==> src/rtl/moving_average_mc.sv <==
// Multi-channel boxcar averager: per-channel sample ring plus running sum,
// rounded result one cycle after each accepted sample.
module moving_average_mc #(
  parameter  int DATA_W       = 16,
  parameter  int CHANNELS     = 4,
  parameter  int LOG2_MAX_WIN = 6,
  localparam int CW           = (CHANNELS > 1) ? $clog2(CHANNELS) : 1,
  localparam int WW           = $clog2(LOG2_MAX_WIN + 1)
) (
  input  logic              clk,
  input  logic              reset,
  input  logic              in_valid,
  input  logic [DATA_W-1:0] in_data,
  input  logic [CW-1:0]     in_chan,
  input  logic [WW-1:0]     window_log2,
  input  logic              clear,
  output logic              out_valid,
  output logic [DATA_W-1:0] out_data,
  output logic [CW-1:0]     out_chan,
  output logic              out_full,
  output logic              err_chan
);

  localparam int LW    = LOG2_MAX_WIN;
  localparam int DEPTH = 1 << LW;
  localparam int AW    = DATA_W + LW;

  logic [WW-1:0]        k_reg;
  logic signed [AW-1:0] acc_reg  [CHANNELS];
  logic [LW-1:0]        wptr_reg [CHANNELS];
  logic [LW:0]          fill_reg [CHANNELS];
  logic [DATA_W-1:0]    ring     [CHANNELS*DEPTH];

  logic [WW-1:0]        k_clamped;
  logic [WW-1:0]        k_eff;
  logic                 flush;
  logic                 accept;
  logic [LW:0]          win;
  logic signed [AW-1:0] cur_acc;
  logic [LW-1:0]        cur_wptr;
  logic [LW:0]          cur_fill;
  logic [LW-1:0]        old_addr;
  logic [DATA_W-1:0]    oldest;
  logic signed [AW-1:0] acc_next;
  logic [LW:0]          fill_next;
  logic signed [AW:0]   rnd;
  logic signed [AW:0]   rounded_sum;
  logic [DATA_W-1:0]    avg;

  always_comb begin
    k_clamped = (window_log2 > WW'(LOG2_MAX_WIN)) ? WW'(LOG2_MAX_WIN) : window_log2;
    flush     = clear || (k_clamped != k_reg);
    // A flush takes effect on this edge, so a concurrent sample already sees the new window.
    k_eff     = flush ? k_clamped : k_reg;
    accept    = in_valid && ({1'b0, in_chan} < (CW+1)'(CHANNELS));
    win       = (LW+1)'(1) << k_eff;

    cur_acc   = flush ? '0 : acc_reg[in_chan];
    cur_wptr  = flush ? '0 : wptr_reg[in_chan];
    cur_fill  = flush ? '0 : fill_reg[in_chan];

    // At the maximum window the low bits of win are zero, so this is the slot being overwritten.
    old_addr  = cur_wptr - win[LW-1:0];
    oldest    = ring[{in_chan, old_addr}];

    if (cur_fill < win) begin
      acc_next  = cur_acc + {{LW{in_data[DATA_W-1]}}, in_data};
      fill_next = cur_fill + 1'b1;
    end else begin
      acc_next  = cur_acc + {{LW{in_data[DATA_W-1]}}, in_data}
                          - {{LW{oldest[DATA_W-1]}}, oldest};
      fill_next = cur_fill;
    end

    rnd = '0;
    if (k_eff != '0) rnd = (AW+1)'(1) << (k_eff - WW'(1));
    rounded_sum = {acc_next[AW-1], acc_next} + rnd;
    avg         = DATA_W'(rounded_sum >>> k_eff);
  end

  always_ff @(posedge clk or negedge reset) begin
    if (!reset) begin
      k_reg     <= '0;
      out_valid <= 1'b0;
      out_data  <= '0;
      out_chan  <= '0;
      out_full  <= 1'b0;
      err_chan  <= 1'b0;
      for (int i = 0; i < CHANNELS; i++) begin
        acc_reg[i]  <= '0;
        wptr_reg[i] <= '0;
        fill_reg[i] <= '0;
      end
    end else begin
      k_reg     <= k_clamped;
      out_valid <= accept;
      err_chan  <= in_valid && !accept;
      for (int i = 0; i < CHANNELS; i++) begin
        if (accept && (in_chan == CW'(i))) begin
          acc_reg[i]  <= acc_next;
          wptr_reg[i] <= cur_wptr + 1'b1;
          fill_reg[i] <= fill_next;
        end else if (flush) begin
          acc_reg[i]  <= '0;
          wptr_reg[i] <= '0;
          fill_reg[i] <= '0;
        end
      end
      if (accept) begin
        out_data <= avg;
        out_chan <= in_chan;
        out_full <= (fill_next == win);
      end
    end
  end

  // Sample storage is plain RAM: no reset, a stale slot is never read before being rewritten.
  always_ff @(posedge clk) begin
    if (accept) ring[{in_chan, cur_wptr}] <= in_data;
  end

endmodule

==> config.mk <==
export PLATFORM = sky130hd
export DESIGN_NAME = moving_average_mc
export DESIGN_NICKNAME = d
export VERILOG_FILES = /design/src/rtl/moving_average_mc.sv
export SDC_FILE = /design/constraint.sdc
export NUM_CORES = 2
export LEC_CHECK = 0
export BUFFER_PORTS_ARGS = -buffer_cell sky130_fd_sc_hd__buf_2
export CORE_ASPECT_RATIO = 0.7
export CORE_MARGIN = 2
export CORE_UTILIZATION = 45
export CTS_CLUSTER_DIAMETER = 50
export DETAILED_ROUTE_END_ITERATION = 16
export PLACE_DENSITY_LB_ADDON = 0.08
export RECOVER_POWER = 50
export SLEW_MARGIN = 20
export SYNTH_ARGS = -nofsm -noshare
export SYNTH_HDL_FRONTEND = slang
export SYNTH_SLANG_ARGS = --single-unit
==> constraint.sdc <==
create_clock -name clk -period 20.8 [get_ports clk]
set_input_delay 0 -clock clk [delete_from_list [all_inputs] [get_ports clk]]
set_output_delay 0 -clock clk [all_outputs]
set_load 0.05 [all_outputs]
==> reports/qor.txt <==
R2R cell count: 43
Max rail drop VDD: 0.0802 mV
CTS Buf Count: 428
Ys flop type: edfxtp_1
Pwr/cell area: 98.5 nW/µm²
DR WL met2: 210000 µm
HP Start: window_log2[0]
Worst hold path class: in2reg
GRT Total Usage: 24.3%
Clk sink count: 4259
Final setup viols: 0
Unrepaired setup endpoints after global routing: false
Root buf cell: clkbuf_16
Slew margin rel.: -410%
Area share of and/or/nand/nor cells after synthesis: 2.91%
Reg2reg setup slack: 5.70 ns
Slowest stage delay, CP: 2.11 ns
Antenna Nets Post-Route: 0
Routed wire length: 466000 µm
Min Tclk post-route: 16.28 ns
Syn Area/Cell: 21.4 µm²
Final Total Pwr: 18.8 mW
Largest net degree at the start of global routing: 146
Asr flop ratio synth: 3.83%
Initial antenna violation count: 40
CP max stage cell: clkbuf_1
Compound-gate portion of the synthesized area: 1.50%
Drt first pass iters: 5
Post-synthesis mux area share: 18.1%
Final Max Slew Viols: 4541
Synth unique cells: 80
Residual DRC count: 0
Max Cap Violations: 64
Clk slew on worst S/H paths: 0.07 ns
Final hold violation count: 0
# resized after CTS: 0
Die W: 735 µm
Worst Hold Path EP: out_data[15]$_DFFE_PN0P_
Worst-path fanout max: 88
Post-CTS setup buffers: 0
IO Count: 46
Failing checks: capacitance limit, slew limit
Post-Syn Area: 169000 µm²
Clk buf depth: 4
Buffers on Ports: 44
Yosys warning total: 0
Lkg Pwr: 61.2 nW
CTS tree: done
First-pass GRT wire length: 651000 µm
Post-synthesis xor/xnor area fraction: 0.358%
Clk_lat worst skew: 0.96 ns
Critical path class: in2reg
Metal3 WL: 41200 µm
# nets final: 8404
# rows: 187
Final period util: 78.3%
FILL cells: 29100
Setup_tns: 0 ns
Crit path buffers/inverters: 9
RR Endpoint: out_data[12]$_DFFE_PN0P_
Worst Tran Pin Value: 7.66 ns
Status: complete, but fails checks
Initial core utilization: 45.3%
Largest register FFs: 4096
Clock Skew: 0.0789 ns
Top Layer Used: met5
Most common cell after layout, fill and taps aside: edfxtp_1
Area growth, synth to finish: 13.2%
Setup crit start kind: input port
Vias per cell: 6.17
Fmax: 61.4 MHz
Core box area: 372000 µm²
Crit path max-delay family: buffers and inverters
Largest family of logic cells by synthesized area: multiplexers
Gate Count Post-Synth: 7865
WHS Path Cells: 5
Number of synthesized flops with an enable pin: 4096
H-tree depth: 5
Routed len/inst: 34.3 µm
Vias in the first global route: 82700
Crit path DAT: 17.11 ns
Critical Path RT: 21.63 ns
Register area share after synthesis: 75.4%
DR iter-0 viols: 10900
Synth Register Bits: 4259
Die height: 516 µm
M1 WL: 206000 µm
Count of hold-fix buffers inserted at cts: 30
GRT overflow: 0
Commonest cells after routing, fill and taps aside: 4096 x edfxtp_1, 1321 x mux4_2, 435 x clkbuf_16
Adder-cell area share of the yosys netlist: 0.560%
Share of layout cells above drive strength 1: 28.8%
Die ar.: 380000 µm²
DPL Wire Length: 271000 µm
CP Capture Type: register
Final GP Congestion: 0.832
Reg-to-Reg Start: k_reg[2]$_DFF_PN0_
Via count: 83800
-- power by group --
| group | total (mW) | internal, mW | switching [mW] |
|---|---|---|---|
| logic | 1.69 | 0.575 | 1.11 |
| clock network | 7.65 | 4.33 | 3.33 |
| registers | 9.46 | 9.45 | 0.0146 |
| total | 18.8 | 14.4 | 4.45 |
-- routing by layer --
metal | vias up | GRT usage (%)
li1 | 33700 | -
met1 | 45800 | 37.7
met2 | 3689 | 36.5
met3 | 525 | 4.62
met4 | 4 | 4.64
met5 | - | 0
-- metrics by stage --
| step | worst slack (ns) | area [µm²] | util, % | hold WS [ns] | std cells |
|---|---|---|---|---|---|
| after global routing | 3.35 | 191000 | 51.3 | 0.217 | 13600 |
| after detailed placement | 6.99 | 177000 | 47.6 | 0.143 | 12800 |
| after CTS | 7.41 | 191000 | 51.4 | 0.00554 | 13600 |
| final | 4.52 | 191000 | 51.3 | 0.234 | 13600 |
| after global placement | 6.94 | 177000 | 47.6 | 0.112 | 12800 |
| after floorplan | 10.88 | 169000 | - | -0.296 | 7867 |
-- how the worst max path moves through the flow --
stage | from | to | slack, ns | cells past startpoint
2_1_floorplan | k_reg[2]$_DFF_PN0_ | out_data[12]$_DFFE_PN0P_ | 10.88 | 42
3_3_place_gp | window_log2[1] | out_data[12]$_DFFE_PN0P_ | 6.94 | 38
3_5_place_dp | window_log2[1] | out_data[12]$_DFFE_PN0P_ | 6.99 | 38
4_1_cts | window_log2[1] | out_data[12]$_DFFE_PN0P_ | 7.41 | 39
5_1_grt | window_log2[1] | out_data[14]$_DFFE_PN0P_ | 3.35 | 46
6_report | window_log2[1] | out_data[12]$_DFFE_PN0P_ | 4.52 | 45
-- worst min-delay path, stage by stage --
cell and delay [ns]:
dlygate4sd3_1 0.53, buf_2 0.21, a21o_1 0.18, o221a_2 0.11, o21a_1 0.09
-- Yosys cell counts (31+ instances only) --
cell type  instances  share of area [%]
a21oi_1           87               0.26
and3_1            31               0.12
buf_1             36              0.080
buf_2             36               0.11
clkbuf_1         394               0.88
dfrtp_1          163                2.4
edfxtp_1        4096                 73
ha_1              69               0.51
inv_1             55               0.12
mux2i_1           60               0.36
mux4_2          1321                 18
nand2_1          228               0.51
nand3_1          243               0.72
nor2_1           492                1.1
o21ai_0          232               0.69
xnor2_1           50               0.26
-- cell families (layout without fill, tap and decap cells) --
family,after synthesis,after routing
multiplexers,1388,1388
flip-flops,4259,4259
AND/OR/NAND/NOR,1114,1114
AO/OA/AOI/OAI,437,437
buffers and inverters,525,1310
XOR/XNOR,68,68
adder cells (fa/ha/maj),73,73
other,1,22
-- area by class of cell --
type	count	area, µm²	area share, %
inverters	56	210	0.110
diodes	19	47.5	0.0249
repair buffers	478	3510	1.84
flip-flops and latches	4259	127000	66.6
clock inverters	282	2660	1.40
clock buffers	494	11100	5.83
multi-input cells	3083	40000	21.0
well taps	4914	6150	3.22
Note: power is estimated with default switching activity, not from simulation.
